<file path="src/rtl/uart_rx.sv">
// uart_rx: 8N1 UART receiver.
// The line is synchronised and edge-detected. The start bit is qualified at its
// midpoint, then each data bit and the stop bit are sampled at their midpoints.
// A good frame updates rx_data with a one-cycle rx_done pulse. A low stop bit
// gives a one-cycle frame_err pulse and leaves rx_data unchanged.
module uart_rx #(
   parameter int CLK_FREQ  = 50_000_000,
   parameter int BAUD_RATE = 9600
) (
   input  logic       clk,
   input  logic       rst,
   input  logic       rx,
   output logic [7:0] rx_data,
   output logic       rx_done,
   output logic       frame_err,
   output logic       rx_busy
);

   // Clocks per bit, and clocks from the start edge to the start-bit midpoint.
   localparam int BAUD_CNT = CLK_FREQ / BAUD_RATE;
   localparam int HALF_CNT = BAUD_CNT / 2;
   localparam int CNT_W    = (BAUD_CNT > 1) ? $clog2(BAUD_CNT) : 1;

   localparam logic [CNT_W-1:0] BAUD_LAST = CNT_W'(BAUD_CNT - 1);
   localparam logic [CNT_W-1:0] HALF_LAST = CNT_W'(HALF_CNT - 1);

   typedef enum logic [1:0] {
      IDLE  = 2'd0,
      START = 2'd1,
      DATA  = 2'd2,
      STOP  = 2'd3
   } state_t;

   state_t           state_q;
   logic [CNT_W-1:0] cnt_q;
   logic [CNT_W-1:0] cnt_d;
   logic [2:0]       bit_idx_q;
   logic [7:0]       shreg_q;
   logic [7:0]       rx_data_q;
   logic             rx_done_q;
   logic             frame_err_q;
   logic             rx_busy_q;

   // Synchroniser stages plus the previous synchronised value used for edge detection.
   logic             rx_s1_q;
   logic             rx_s2_q;
   logic             rx_prev_q;

   logic             start_edge;
   logic [CNT_W-1:0] cnt_last;
   logic             baud_tick;

   // Two-flop synchroniser and edge register. All three reset to the idle (high) level.
   always_ff @(posedge clk or negedge rst) begin
      if (!rst) begin
         rx_s1_q   <= 1'b1;
         rx_s2_q   <= 1'b1;
         rx_prev_q <= 1'b1;
      end else begin
         rx_s1_q   <= rx;
         rx_s2_q   <= rx_s1_q;
         rx_prev_q <= rx_s2_q;
      end
   end

   // A start edge is a 1->0 transition of the synchronised line.
   // The tick fires on the last count of the current interval.
   always_comb begin
      start_edge = rx_prev_q & ~rx_s2_q;
      cnt_last   = (state_q == START) ? HALF_LAST : BAUD_LAST;
      baud_tick  = (cnt_q == cnt_last);
      cnt_d      = cnt_q + CNT_W'(1);
   end

   // Receive FSM: owns the baud counter, the shift register and all registered outputs.
   always_ff @(posedge clk or negedge rst) begin
      if (!rst) begin
         state_q     <= IDLE;
         cnt_q       <= '0;
         bit_idx_q   <= '0;
         shreg_q     <= '0;
         rx_data_q   <= '0;
         rx_done_q   <= 1'b0;
         frame_err_q <= 1'b0;
         rx_busy_q   <= 1'b0;
      end else begin
         // Both strobes are single-cycle; they default low every clock.
         rx_done_q   <= 1'b0;
         frame_err_q <= 1'b0;
         case (state_q)
            IDLE: begin
               cnt_q <= '0;
               if (start_edge) begin
                  state_q   <= START;
                  rx_busy_q <= 1'b1;
               end
            end
            START: begin
               if (baud_tick) begin
                  cnt_q <= '0;
                  if (!rx_s2_q) begin
                     state_q   <= DATA;
                     bit_idx_q <= '0;
                  end else begin
                     // The line was high again at the midpoint, so this was a glitch.
                     state_q   <= IDLE;
                     rx_busy_q <= 1'b0;
                  end
               end else begin
                  cnt_q <= cnt_d;
               end
            end
            DATA: begin
               if (baud_tick) begin
                  cnt_q              <= '0;
                  shreg_q[bit_idx_q] <= rx_s2_q;
                  if (bit_idx_q == 3'd7) begin
                     state_q <= STOP;
                  end else begin
                     bit_idx_q <= bit_idx_q + 3'd1;
                  end
               end else begin
                  cnt_q <= cnt_d;
               end
            end
            STOP: begin
               if (baud_tick) begin
                  cnt_q     <= '0;
                  state_q   <= IDLE;
                  rx_busy_q <= 1'b0;
                  if (rx_s2_q) begin
                     rx_data_q <= shreg_q;
                     rx_done_q <= 1'b1;
                  end else begin
                     frame_err_q <= 1'b1;
                  end
               end else begin
                  cnt_q <= cnt_d;
               end
            end
            default: begin
               state_q   <= IDLE;
               cnt_q     <= '0;
               rx_busy_q <= 1'b0;
            end
         endcase
      end
   end

   assign rx_data   = rx_data_q;
   assign rx_done   = rx_done_q;
   assign frame_err = frame_err_q;
   assign rx_busy   = rx_busy_q;

endmodule

</file>
<file path="config.mk">
export PLATFORM = sky130hd
export DESIGN_NAME = uart_rx
export DESIGN_NICKNAME = d
export VERILOG_FILES = /design/src/rtl/uart_rx.sv
export SDC_FILE = /design/constraint.sdc
export NUM_CORES = 1
export LEC_CHECK = 0
export CAP_MARGIN = 20
export CORE_MARGIN = 4
export CORE_UTILIZATION = 58
export DETAILED_ROUTE_END_ITERATION = 10
export GPL_TIMING_DRIVEN = 0
export PLACE_DENSITY = 0.77
export SYNTH_ARGS = -nofsm -noshare
export SYNTH_HDL_FRONTEND = slang
export SYNTH_SLANG_ARGS = --single-unit
</file>
<file path="constraint.sdc">
create_clock -name clk -period 3 [get_ports clk]
set_input_delay 0.6 -clock clk [delete_from_list [all_inputs] [get_ports clk]]
set_output_delay 0.6 -clock clk [all_outputs]
set_load 0.02 [all_outputs]
</file>
Yosys cells after proc, flatten, opt, wreduce, memory -nomap -nowiden
Cells that the tools add are included.
{ "classes": {"n_lt_le_gt_ge": 2, "mux": 29, "reduce_logical": 10, "n_eq_ne": 13, "add_sub_neg": 2, "bitwise": 2} }
{ "op_table": {"columns": ["cell", "count"], "rows": [
  ["$mux W13", 2],
  ["$pmux W13 S2", 1],
  ["$ne A2 B2 Y1 const B", 8],
  ["$reduce_and A5 Y1", 3],
  ["$add A13 B1 Y13 const B", 1],
  ["$eq A13 B13 Y1", 1],
  ["$mux W2", 6],
  ["$mux W3", 4],
  ["$mux W1", 11],
  ["$bwmux W8", 1],
  ["$pmux W2 S4", 1],
  ["$pmux W3 S2", 1],
  ["$eq A2 B2 Y1 const B", 2],
  ["$lt A3 B4 Y1 const B", 1],
  ["$add A3 B1 Y3 const B", 1],
  ["$demux W1 S3", 1],
  ["$eq A3 B3 Y1 const B", 1],
  ["$ge A3 B1 Y1 const B", 1],
  ["$pmux W1 S3", 1],
  ["$reduce_and A3 Y1", 1],
  ["$reduce_bool A3 Y1", 1],
  ["$reduce_or A3 Y1", 1],
  ["$eq A2 B1 Y1 const B", 1],
  ["$logic_not A2 Y1", 1],
  ["5 further kinds", 5]
]} }
{ "word_totals": {"regBits": 40, "output_inout_bits": 11, "elab_cells": 69} }

Longest topological paths before layout
{ "depth": {"word_depth": 5, "ltp_mapped": 6, "mapped_depth_nobuf": 5} }

Worst setup path before layout
Ideal clock, no wire load.
{ "synth_timing": {"kind": "register -> register", "from": "register cnt_q[0]", "to": "register with a tool-made name", "stages_incl_launch_ff": 7, "required_time_ns": 2.875, "t_arrival_ns": 1.762, "path_slack_ns": 1.113, "setup_time_ns": 0.125, "path_cell_list": "dfrtp_1 -> ha_1 -> inv_1 -> nor3_1 -> buf_2 -> o2111ai_2 -> mux2_4"} }
{ "synth_lines": {"columns": ["item", "line", "rtl"], "rows": [
  ["start, declared", "35", "logic [CNT_W-1:0] cnt_q;"],
  ["start signal, assigned", "110", "cnt_q <= cnt_d;"],
  ["start signal, assigned", "123", "cnt_q <= cnt_d;"],
  ["start signal, assigned", "138", "cnt_q <= cnt_d;"]
]} }

Worst setup path after layout
{ "layout_timing": {"from": "register cnt_q[0]", "to": "register shreg_q[7]"} }
{ "layout_via": {"elab_chain_len": 2} }
{ "layout_rtl": {"columns": ["item", "line", "rtl"], "rows": [
  ["$eq A13 B13 Y1", "71", "baud_tick = (cnt_q == cnt_last);"],
  ["$reduce_and A2 Y1 (no line)", null, null],
  ["end signal, assigned by index", "116", "shreg_q[bit_idx_q] <= rx_s2_q;"],
  ["end, declared", "38", "logic [7:0] shreg_q;"]
]} }
Every way passes these cells.
A chain may end at the register's enable or synchronous reset.

==> metrics.md <==
| Metric | Value |
|---|---|
| Status | `finished clean` |
| Pwr Density | `518 nW/um^2` |
| Iter 0 DRT Violations | `71` |
| YS warnings | `0` |
| Rows | `21` |
| CP Depth | `6` |
| Seq/Total Area, Yosys | `0.503` |
| Vias in the first global route | `1356` |
| GRT Util Overall | `0.189` |
| Critical Path Max Stage Delay | `0.48 ns` |
| PortBufs | `13` |
| RSZ-0062 raised after global routing | `false` |
| Initial antenna violation count | `0` |
| Die ar. | `4440 um^2` |
| Tcrit/Tclk final | `0.735` |
| CP top delay family | `simple AND/OR/NAND/NOR gates` |
| Worst-Skew Late Latency | `0.34 ns` |
| Synthesized instance count | `168` |
| CP required | `3.23 ns` |
| Net count after synthesis | `174` |
| Num CTS Buffers | `5` |
| Final wirelength | `3440 um` |
| Yosys top cell area share | `0.464` |
| WP data arrival | `2.43 ns` |
| Core area | `3340 um^2` |
| Fmax | `453 MHz` |
| CP max FO | `10` |
| CP Capture Type | `flop` |
| Post_cts resized | `0` |
| TritonCTS clock tree | `yes` |
| Post-synth top area cell | `dfrtp_1` |
| Area Overhead vs Synth | `12.1%` |
| First-pass GRT wire length | `6340 um` |
| Worst-case clock buffer depth | `2` |
| Drt via density | `5.79` |
| Clock Sinks | `40` |
| Chip height | `66.7 um` |
| Relative slew slack | `0.429` |
| Maximum VDD drop | `0.317 mV` |
| CP Launch Type | `flop` |
| Per-cell routed wire length | `14.6 um` |
| Pleak | `0.994 nW` |
| Distinct cells, synth | `39` |
| R2R Path Start | `cnt_q[0]` |
| Antenna cells | `0` |
| Setup Buffers After CTS | `0` |
| Hpwl dp | `2450 um` |
| Post-layout util | `0.670` |
| Hold-fix buffers, CTS | `0` |
| Die width | `66.7 um` |
| Most common cell after layout, fill and taps aside | `dfrtp_1` |
| GPL Wtd Cong | `0.918` |
| Fin nets | `194` |
| Mapped Area | `2000 um^2` |
| Clk Tree Root Cell | `clkbuf_4` |
| Most frequent cells in the layout | `dfrtp_1, nor3_1, mux2_2` |
| Final Max Slew Viols | `0` |
| TNS Setup | `0 ns` |
| Layout cells sized above 1 | `0.190` |
| Synth area leaders | `dfrtp_1, mux2_2, o2111ai_1` |
| Worst min path class | `in -> async` |
| Mean Syn Cell Area | `11.9 um^2` |
| Remaining DRCs | `0` |
| R2R depth | `6` |
| Max Cap Violations | `0` |
| Final Setup Violations | `0` |
| DR vias | `1361` |
| Final Hold Viols | `0` |
| Final min period | `2.21 ns` |
| Pin count of the biggest net entering global routing | `41` |
| CP Class | `reg -> reg` |
| Clock-pin slew on the worst setup and hold paths | `0.11 ns` |
| Starting Density | `0.598` |
| Setup Skew | `0.0134 ns` |
| Pre-antenna DRT Iters | `4` |
| Num ports | `14` |
| Seq cells post-synth | `40` |
| CP cell instances | `ha_1 -> inv_1 -> nor3_1 -> buf_2 -> o2111ai_1 -> mux2_1` |
| Crit path launch | `cnt_q[0]` |
| Tightest Pin Transition | `0.857 ns` |
| CTS H-tree lvls | `2` |
| Grt ovf | `0` |
| Detail Route Antenna Nets | `0` |
| CP bufs+invs | `2` |
| Slowest cell on crit path | `nor3_1` |
==> worst paths after layout <==
path / slack, ns / end
setup / recovery: 0.79 / shreg_q[7]
hold / removal: 0.36 / cnt_q[4]
setup reg to reg: 0.79 / shreg_q[7]
hold reg to reg: 0.36 / rx_s2_q
max in group asynchronous: 2.09 / cnt_q[12]
min in group clk: 0.36 / rx_s2_q
==> cell type report <==
| cell class | count | area (um^2) |
|---|---|---|
| tap | 46 | 57.6 |
| fill | 257 | 1100 |
| buffer | 9 | 53.8 |
| multi-input combinational | 111 | 907 |
| inverter | 8 | 30.0 |
| sequential | 40 | 1000 |
| timing repair buffer | 13 | 125 |
| clock buffer | 8 | 58.8 |
==> state kept, by name, indices dropped and copies added, names as in the netlist, named ones only <==
register and flops:
state_q 1, cnt_q 13, rx_s1_q 1, frame_err 1, rx_done 1, shreg_q 8
rx_busy 1, rx_data 8, rx_s2_q 1, bit_idx_q 3, rx_prev_q 1
==> layer usage <==
layer	up-vias	GRT usage	wire length (um)
li1	665	-	-
met2	17	0.286	1580
met1	676	0.262	1750
met3	3	0.0388	81
met4	0	0.0812	28
met5	-	0	0
==> cell usage after synthesis (all sizes together) <==
cell / count
a21boi: 1
a21oi: 1
a31oi: 2
and2: 2
and3: 3
and4b: 1
buf: 6
clkbuf: 3
dfrtp: 37
dfstp: 3
ha: 3
inv: 8
mux2: 20
mux2i: 1
nand2: 5
nand2b: 2
nand3: 5
nand4: 2
nand4b: 1
nor2: 7
nor2b: 1
nor3: 16
nor3b: 2
nor4: 5
nor4b: 3
nor4bb: 2
o2111ai: 12
o211a: 1
o2bb2ai: 1
or3: 1
xnor2: 10
xor2: 1
==> power by group <==
part	switching (mW)	internal (mW)
clock network	0.160	0.116
registers	0.0777	0.591
logic	0.124	0.0920
total	0.361	0.798
==> per-stage QoR <==
step	power, mW	hold slack (ns)	instance area (um^2)	instances	setup slack, ns
after floorplan	0.829	0.304	2000	168	1.11
after global placement	0.878	0.349	2180	227	0.469
after detailed placement	0.897	0.347	2180	227	0.817
after CTS	1.18	0.367	2240	235	0.774
after global routing	1.23	0.373	2240	235	0.579
final	1.16	0.358	2240	235	0.794
==> cell families (layout without fill, tap and decap cells) <==
family | after synthesis | after routing | synth area share
buffers and inverters | 17 | 38 | 0.0420
XOR/XNOR | 11 | 11 | 0.0483
AND/OR/NAND/NOR | 58 | 58 | 0.181
multiplexers | 21 | 21 | 0.120
adder cells (fa/ha/maj) | 3 | 3 | 0.0188
flip-flops | 40 | 40 | 0.503
AO/OA/AOI/OAI | 18 | 18 | 0.0865
(Power assumes the default switching activity.)
